<file path="src/rtl/conv_window_gen_pkg.sv">
// ============================================================================
// Module   : conv_window_gen_pkg
// Brief    : Shared defaults and counter-width helper for the 3x3 conv path.
// Revision : 1.0
// ============================================================================
`default_nettype none

package conv_window_gen_pkg;

    localparam int c_DEF_WIDTH = 9;
    localparam int c_DEF_IMG_W = 28;
    localparam int c_DEF_IMG_H = 28;

    // Width of a position counter covering 0..n-1 (never narrower than 1 bit).
    function automatic int ctr_width(input int n);
        return (n > 1) ? $clog2(n) : 1;
    endfunction

endpackage

`default_nettype wire

</file>
<file path="src/rtl/conv_line_buffer.sv">
// ============================================================================
// Module   : conv_line_buffer
// Brief    : One-row RAM; returns the old word at i_addr and writes the new one.
// Revision : 1.0
// ============================================================================
`default_nettype none

module conv_line_buffer
    import conv_window_gen_pkg::*;
#(
    parameter int DATA_W = 2 * c_DEF_WIDTH,
    parameter int DEPTH  = c_DEF_IMG_W
) (
    input  logic                        clk,
    input  logic                        i_we,
    input  logic [ctr_width(DEPTH)-1:0] i_addr,
    input  logic [DATA_W-1:0]           i_wdata,
    output logic [DATA_W-1:0]           o_rdata
);

    // Contents are not reset; the consumer masks stale rows.
    logic [DATA_W-1:0] r_mem [0:DEPTH-1];

    always_ff @(posedge clk) begin
        if (i_we) begin
            r_mem[i_addr] <= i_wdata;
        end
    end

    assign o_rdata = r_mem[i_addr];

endmodule

`default_nettype wire

</file>
<file path="src/rtl/conv_window_gen.sv">
// ============================================================================
// Module   : conv_window_gen
// Brief    : Raster pixel stream to 3x3 valid-convolution windows.
// Revision : 1.0
// ============================================================================
`default_nettype none

module conv_window_gen
    import conv_window_gen_pkg::*;
#(
    parameter int WIDTH = c_DEF_WIDTH,
    parameter int IMG_W = c_DEF_IMG_W,
    parameter int IMG_H = c_DEF_IMG_H
) (
    input  logic             clk,
    input  logic             rst,
    input  logic             in_valid,
    input  logic             in_sof,
    input  logic [WIDTH-1:0] in_data,
    output logic [WIDTH-1:0] w00,
    output logic [WIDTH-1:0] w01,
    output logic [WIDTH-1:0] w02,
    output logic [WIDTH-1:0] w10,
    output logic [WIDTH-1:0] w11,
    output logic [WIDTH-1:0] w12,
    output logic [WIDTH-1:0] w20,
    output logic [WIDTH-1:0] w21,
    output logic [WIDTH-1:0] w22,
    output logic             out_valid,
    output logic             frame_done
);

    localparam int c_COL_W = ctr_width(IMG_W);
    localparam int c_ROW_W = ctr_width(IMG_H);
    localparam logic [c_COL_W-1:0] c_LAST_COL = c_COL_W'(IMG_W - 1);
    localparam logic [c_ROW_W-1:0] c_LAST_ROW = c_ROW_W'(IMG_H - 1);

    logic [c_COL_W-1:0] r_col;
    logic [c_ROW_W-1:0] r_row;
    logic [c_COL_W-1:0] w_col;
    logic [c_ROW_W-1:0] w_row;
    logic               w_last_col;
    logic               w_last_row;
    logic               w_at_window;
    logic [WIDTH-1:0]   w_lb0;
    logic [WIDTH-1:0]   w_lb1;
    logic [2*WIDTH-1:0] w_lb_rdata;
    logic [2*WIDTH-1:0] w_lb_wdata;
    logic [WIDTH-1:0]   r_win [0:2][0:2];
    logic               r_out_valid;
    logic               r_frame_done;

    // Start-of-frame overrides the counters so this pixel lands at (0,0).
    assign w_col       = in_sof ? '0 : r_col;
    assign w_row       = in_sof ? '0 : r_row;
    assign w_last_col  = (w_col == c_LAST_COL);
    assign w_last_row  = (w_row == c_LAST_ROW);
    assign w_at_window = (w_row >= c_ROW_W'(2)) && (w_col >= c_COL_W'(2));

    // One RAM word carries both rows: {row-2, row-1}.
    assign {w_lb1, w_lb0} = w_lb_rdata;
    assign w_lb_wdata     = {w_lb0, in_data};

    conv_line_buffer #(
        .DATA_W (2 * WIDTH),
        .DEPTH  (IMG_W)
    ) u_line_buffer (
        .clk     (clk),
        .i_we    (in_valid),
        .i_addr  (w_col),
        .i_wdata (w_lb_wdata),
        .o_rdata (w_lb_rdata)
    );

    always_ff @(posedge clk or posedge rst) begin
        if (rst) begin
            r_col <= '0;
            r_row <= '0;
        end else if (in_valid) begin
            if (w_last_col) begin
                r_col <= '0;
                r_row <= w_last_row ? '0 : w_row + c_ROW_W'(1);
            end else begin
                r_col <= w_col + c_COL_W'(1);
                r_row <= w_row;
            end
        end
    end

    always_ff @(posedge clk or posedge rst) begin
        if (rst) begin
            for (int r = 0; r < 3; r++) begin
                for (int c = 0; c < 3; c++) begin
                    r_win[r][c] <= '0;
                end
            end
        end else if (in_valid) begin
            for (int r = 0; r < 3; r++) begin
                r_win[r][0] <= r_win[r][1];
                r_win[r][1] <= r_win[r][2];
            end
            r_win[0][2] <= w_lb1;
            r_win[1][2] <= w_lb0;
            r_win[2][2] <= in_data;
        end
    end

    always_ff @(posedge clk or posedge rst) begin
        if (rst) begin
            r_out_valid  <= 1'b0;
            r_frame_done <= 1'b0;
        end else begin
            r_out_valid  <= in_valid && w_at_window;
            r_frame_done <= in_valid && w_last_row && w_last_col;
        end
    end

    assign w00        = r_win[0][0];
    assign w01        = r_win[0][1];
    assign w02        = r_win[0][2];
    assign w10        = r_win[1][0];
    assign w11        = r_win[1][1];
    assign w12        = r_win[1][2];
    assign w20        = r_win[2][0];
    assign w21        = r_win[2][1];
    assign w22        = r_win[2][2];
    assign out_valid  = r_out_valid;
    assign frame_done = r_frame_done;

endmodule

`default_nettype wire

</file>
<file path="config.mk">
export PLATFORM = sky130hd
export DESIGN_NAME = conv_window_gen
export DESIGN_NICKNAME = d
export VERILOG_FILES = /design/src/rtl/conv_window_gen_pkg.sv /design/src/rtl/conv_line_buffer.sv /design/src/rtl/conv_window_gen.sv
export SDC_FILE = /design/constraint.sdc
export NUM_CORES = 1
export LEC_CHECK = 0
export ABC_CLOCK_PERIOD_IN_PS = 4200
export CORE_MARGIN = 2
export CORE_UTILIZATION = 60
export CTS_CLUSTER_SIZE = 30
export DETAILED_ROUTE_END_ITERATION = 10
export HOLD_SLACK_MARGIN = 0.15
export PLACE_DENSITY = 0.79
export SLEW_MARGIN = 0
export SYNTH_ARGS = -nofsm -noshare
export SYNTH_HDL_FRONTEND = slang
export SYNTH_SLANG_ARGS = --single-unit
</file>
<file path="constraint.sdc">
create_clock -name clk -period 4.2 [get_ports clk]
set_input_delay 0.84 -clock clk [delete_from_list [all_inputs] [get_ports clk]]
set_output_delay 0.84 -clock clk [all_outputs]
set_load 0.05 [all_outputs]
</file>
==> key figures <==
Status
  • Outcome: finished clean

Timing
  • Top achievable clock speed: 300 MHz
  • Final period util: 79.3%
  • Max-slew headroom: between 10% and 20%
  • Setup-failing EPs final: 0
  • Final hold vios: 0
  • Count of pins over their slew limit: 0
  • Fin Setup TNS: 0 ns
  • Final min period: 3.33 ns
  • Worst hold slack: 0.503 ns
  • Unrepaired setup endpoints after global routing: false
  • Clk_skew: 0.0133 ns
  • Least-Margin Pin Slew: 1.25 ns
  • Final WS setup: 0.871 ns

Cells and area
  • ANT cells: 0
  • Layout cell share with drive strength beyond 1: 19.9%
  • P&R area growth vs syn: 15.7%
  • Number of fill cells: 2358
  • Register Area: 17500 um2
  • Post-layout instance area: 26900 um2
  • Nets@finish: 1563
  • Area of the multi-input gates: 5350 um2

Pwr
  • Sw power: 4.25 mW
  • Sequential share of power: 48.1%
  • Sw Share: 28.6%
  • Comb pwr share: a little under a fifth
  • Power Dens Cells: 554 nW/um2
  • Power Total: 14.9 mW
  • Clock power frac: 32.7%
  • Leakage: 9.16 nW
  • Internal power: 10.6 mW
  • Worst VDD drop: 0.266 mV

Placement
  • Post-DP HPWL: 35800 um
  • IO Port Bufs: 95
  • Post-place setup slack: 0.727 ns
  • GP Congestion: ~0.85
  • Post-DP Area: 25100 um2

Synthesis
  • Syn_nets: 1420
  • Multiplexer share of the synthesized area: 8.80%
  • FFs w/ async S/R, synth: between 10% and 20%
  • Post-synthesis cell type count: 64
  • Area contributors post-synth: edfxtp_1, dfrtp_1, mux2_2
  • Number of enable flip-flop cells after synthesis: between 500 and 600
  • Largest family of logic cells by synthesized area: multiplexers
  • Sequential share of the synthesized area: about 75%
  • Most frequent cell after synthesis: edfxtp_1
  • Seq cells post-synth: 597
  • Syn. warnings: 0
  • Post-synth top area share: 65.2%
  • Synth Area in XOR/XNOR: 0.0377%
  • Synth Area per Inst: 16.5 um2
  • Post-Syn Instances: 1406
  • Top FF cell, synth: edfxtp_1
  • Synth Area in Adders: 0.0539%
  • Post-synthesis compound-gate area fraction: 8.69%
  • Post-Synth Simple-Gate Area: 5.10%
  • Top cells by count, synth: edfxtp_1, mux2_2, dfrtp_1
  • Post-synth top area cell: edfxtp_1
  • Cell Area, Synth: 23200 um2

Global routing
  • Largest net degree at the start of global routing: 74
  • Vias in the first global route: 13.7k
  • First-pass GRT wire length: 86900 um
  • Remaining Overflow, GRT: 0
  • Tot GR Track Use: 28.8%
  • Initial antenna violation count: 0

Routing
  • Initial DRC count: around 2.1k
  • Routed wire length per instance: 27.5 um
  • Drt via density: 6.65
  • Vias: about 14k
  • First-pass iteration count of the detailed router: 8
  • Residual DRC count: 0
  • DRT antenna net count: 0
  • Final wirelength: 58000 um

Clock network
  • CTS tree: done
  • Clock-pin slew on the worst setup and hold paths: around 0.060 ns
  • H-Tree Depth: 2
  • Clock Sinks: 597
  • Setup Buffers After CTS: 0
  • Clock Path Buffers: 3
  • Clock latency at the later pin of the worst-skew pair: ~0.59 ns
  • CTS Buf Count: 56
  • Post_cts resized: 0
  • Post-CTS Hold Fix Bufs: 0
  • Clock root buffer: clkbuf_16

Die
  • Core ar.: 38400 um2
  • Die area: ~40000 um2
  • Die height: 201 um
  • Die Width: 201 um
  • Starting Density: 60.5%
  • IO Pins: 96
  • Cell Rows: 72

Worst setup path
  • Crit Path Max Fanout: 54
  • WS Path Type: reg2reg
  • Startpoint type of the worst setup path: flop
  • Critical Path RT: approximately 4.5 ns
  • Element type at the critical path end: flop
  • Crit path arrival time: 3.62 ns

Run
  • MaxCap Viol Count: 0

Worst hold path
  • Min-delay worst type: reg2reg
-- critical path, stage by stage, from the launching register on --
cell      delay (ns)
dfrtp_4         0.83
buf_12          0.36
mux2_2          0.43
a222oi_1        0.41
o32ai_1         0.20
a211oi_1        0.36
nand2_1         0.10
buf_4           0.24
-- metrics by stage --
stage | std cells | utilization [%]
global route | 2112 | 70.0
floorplan | 1406 | -
CTS | 2112 | 70.0
global placement | 2009 | 65.4
detailed placement | 2009 | 65.4
finish | 2112 | 70.0
-- power by group through the flow --
stage | logic [mW] | clock network (mW) | registers (mW)
floorplan | 1.13 | 0 | 7.88
global placement | 2.77 | 0 | 7.26
detailed placement | 2.83 | 0 | 7.28
CTS | 2.85 | 4.90 | 7.16
global route | 2.98 | 5.13 | 7.19
finish | 2.86 | 4.87 | 7.16
-- per-layer routing --
layer  vias to the layer above  wire length (um)  GRT usage, %
li1                       5844                 -             -
met1                      6989             22000          41.1
met2                      1061             27100          44.6
met3                       144              7020          6.10
met4                         0              1910          10.6
met5                         -                 0             0
-- placed cells by master, fill, tap and decap left out, drive strengths merged, types with 26 or more instances in the layout --
master,instances
nor2,70
clkinv,26
clkbuf,72
edfxtp,504
a21oi,47
clkdlybuf4s50,93
a221oi,36
mux2,118
buf,86
dfrtp,93
mux2i,51
o21ai,43
a22oi,26
nand2,92
-- layout make-up --
cell class / count / share of cell area [%]
flip-flops and latches: 597 / 65.0
multi-input cells: 709 / 19.9
repair buffers: 179 / 6.00
clock buffers: 72 / 5.67
well taps: 518 / 2.41
clock inverters: 31 / 0.903
inverters: 6 / 0.102
-- worst paths after layout --
kind | startpoint | endpoint | slack, ns | cells past startpoint
max in group asynchronous | rst | w11[6] | 2.65 | 3
setup reg to reg | r_col[0] | u_line_buffer.r_mem[19][17] | 0.87 | 7
min in group asynchronous | rst | r_col[0] | 0.78 | 2
hold reg to reg | w10[0] | w10[0] | 0.50 | 1
setup / recovery | r_col[0] | u_line_buffer.r_mem[19][17] | 0.87 | 7
hold / removal | w10[0] | w10[0] | 0.50 | 1
-- registers in the layout, summed over array words and instances, names as in the netlist, 5 cells and up --
register,cells
w12,9
u_line_buffer.r_mem,504
w21,9
w02,9
w01,9
w00,9
w22,9
w11,9
r_row,5
w20,9
w10,9
r_col,5
-- cell families (layout without fill, tap and decap cells) --
logic type / after synthesis / after routing
buffers and inverters: 100 / 288
muxes: 178 / 178
AOI/OAI and AO/OA: 278 / 278
and+or+nand+nor: 251 / 251
DFF: 597 / 597
adders and majority gates: 1 / 1
xor gates and xnor gates: 1 / 1
(Power assumes the default switching activity.)
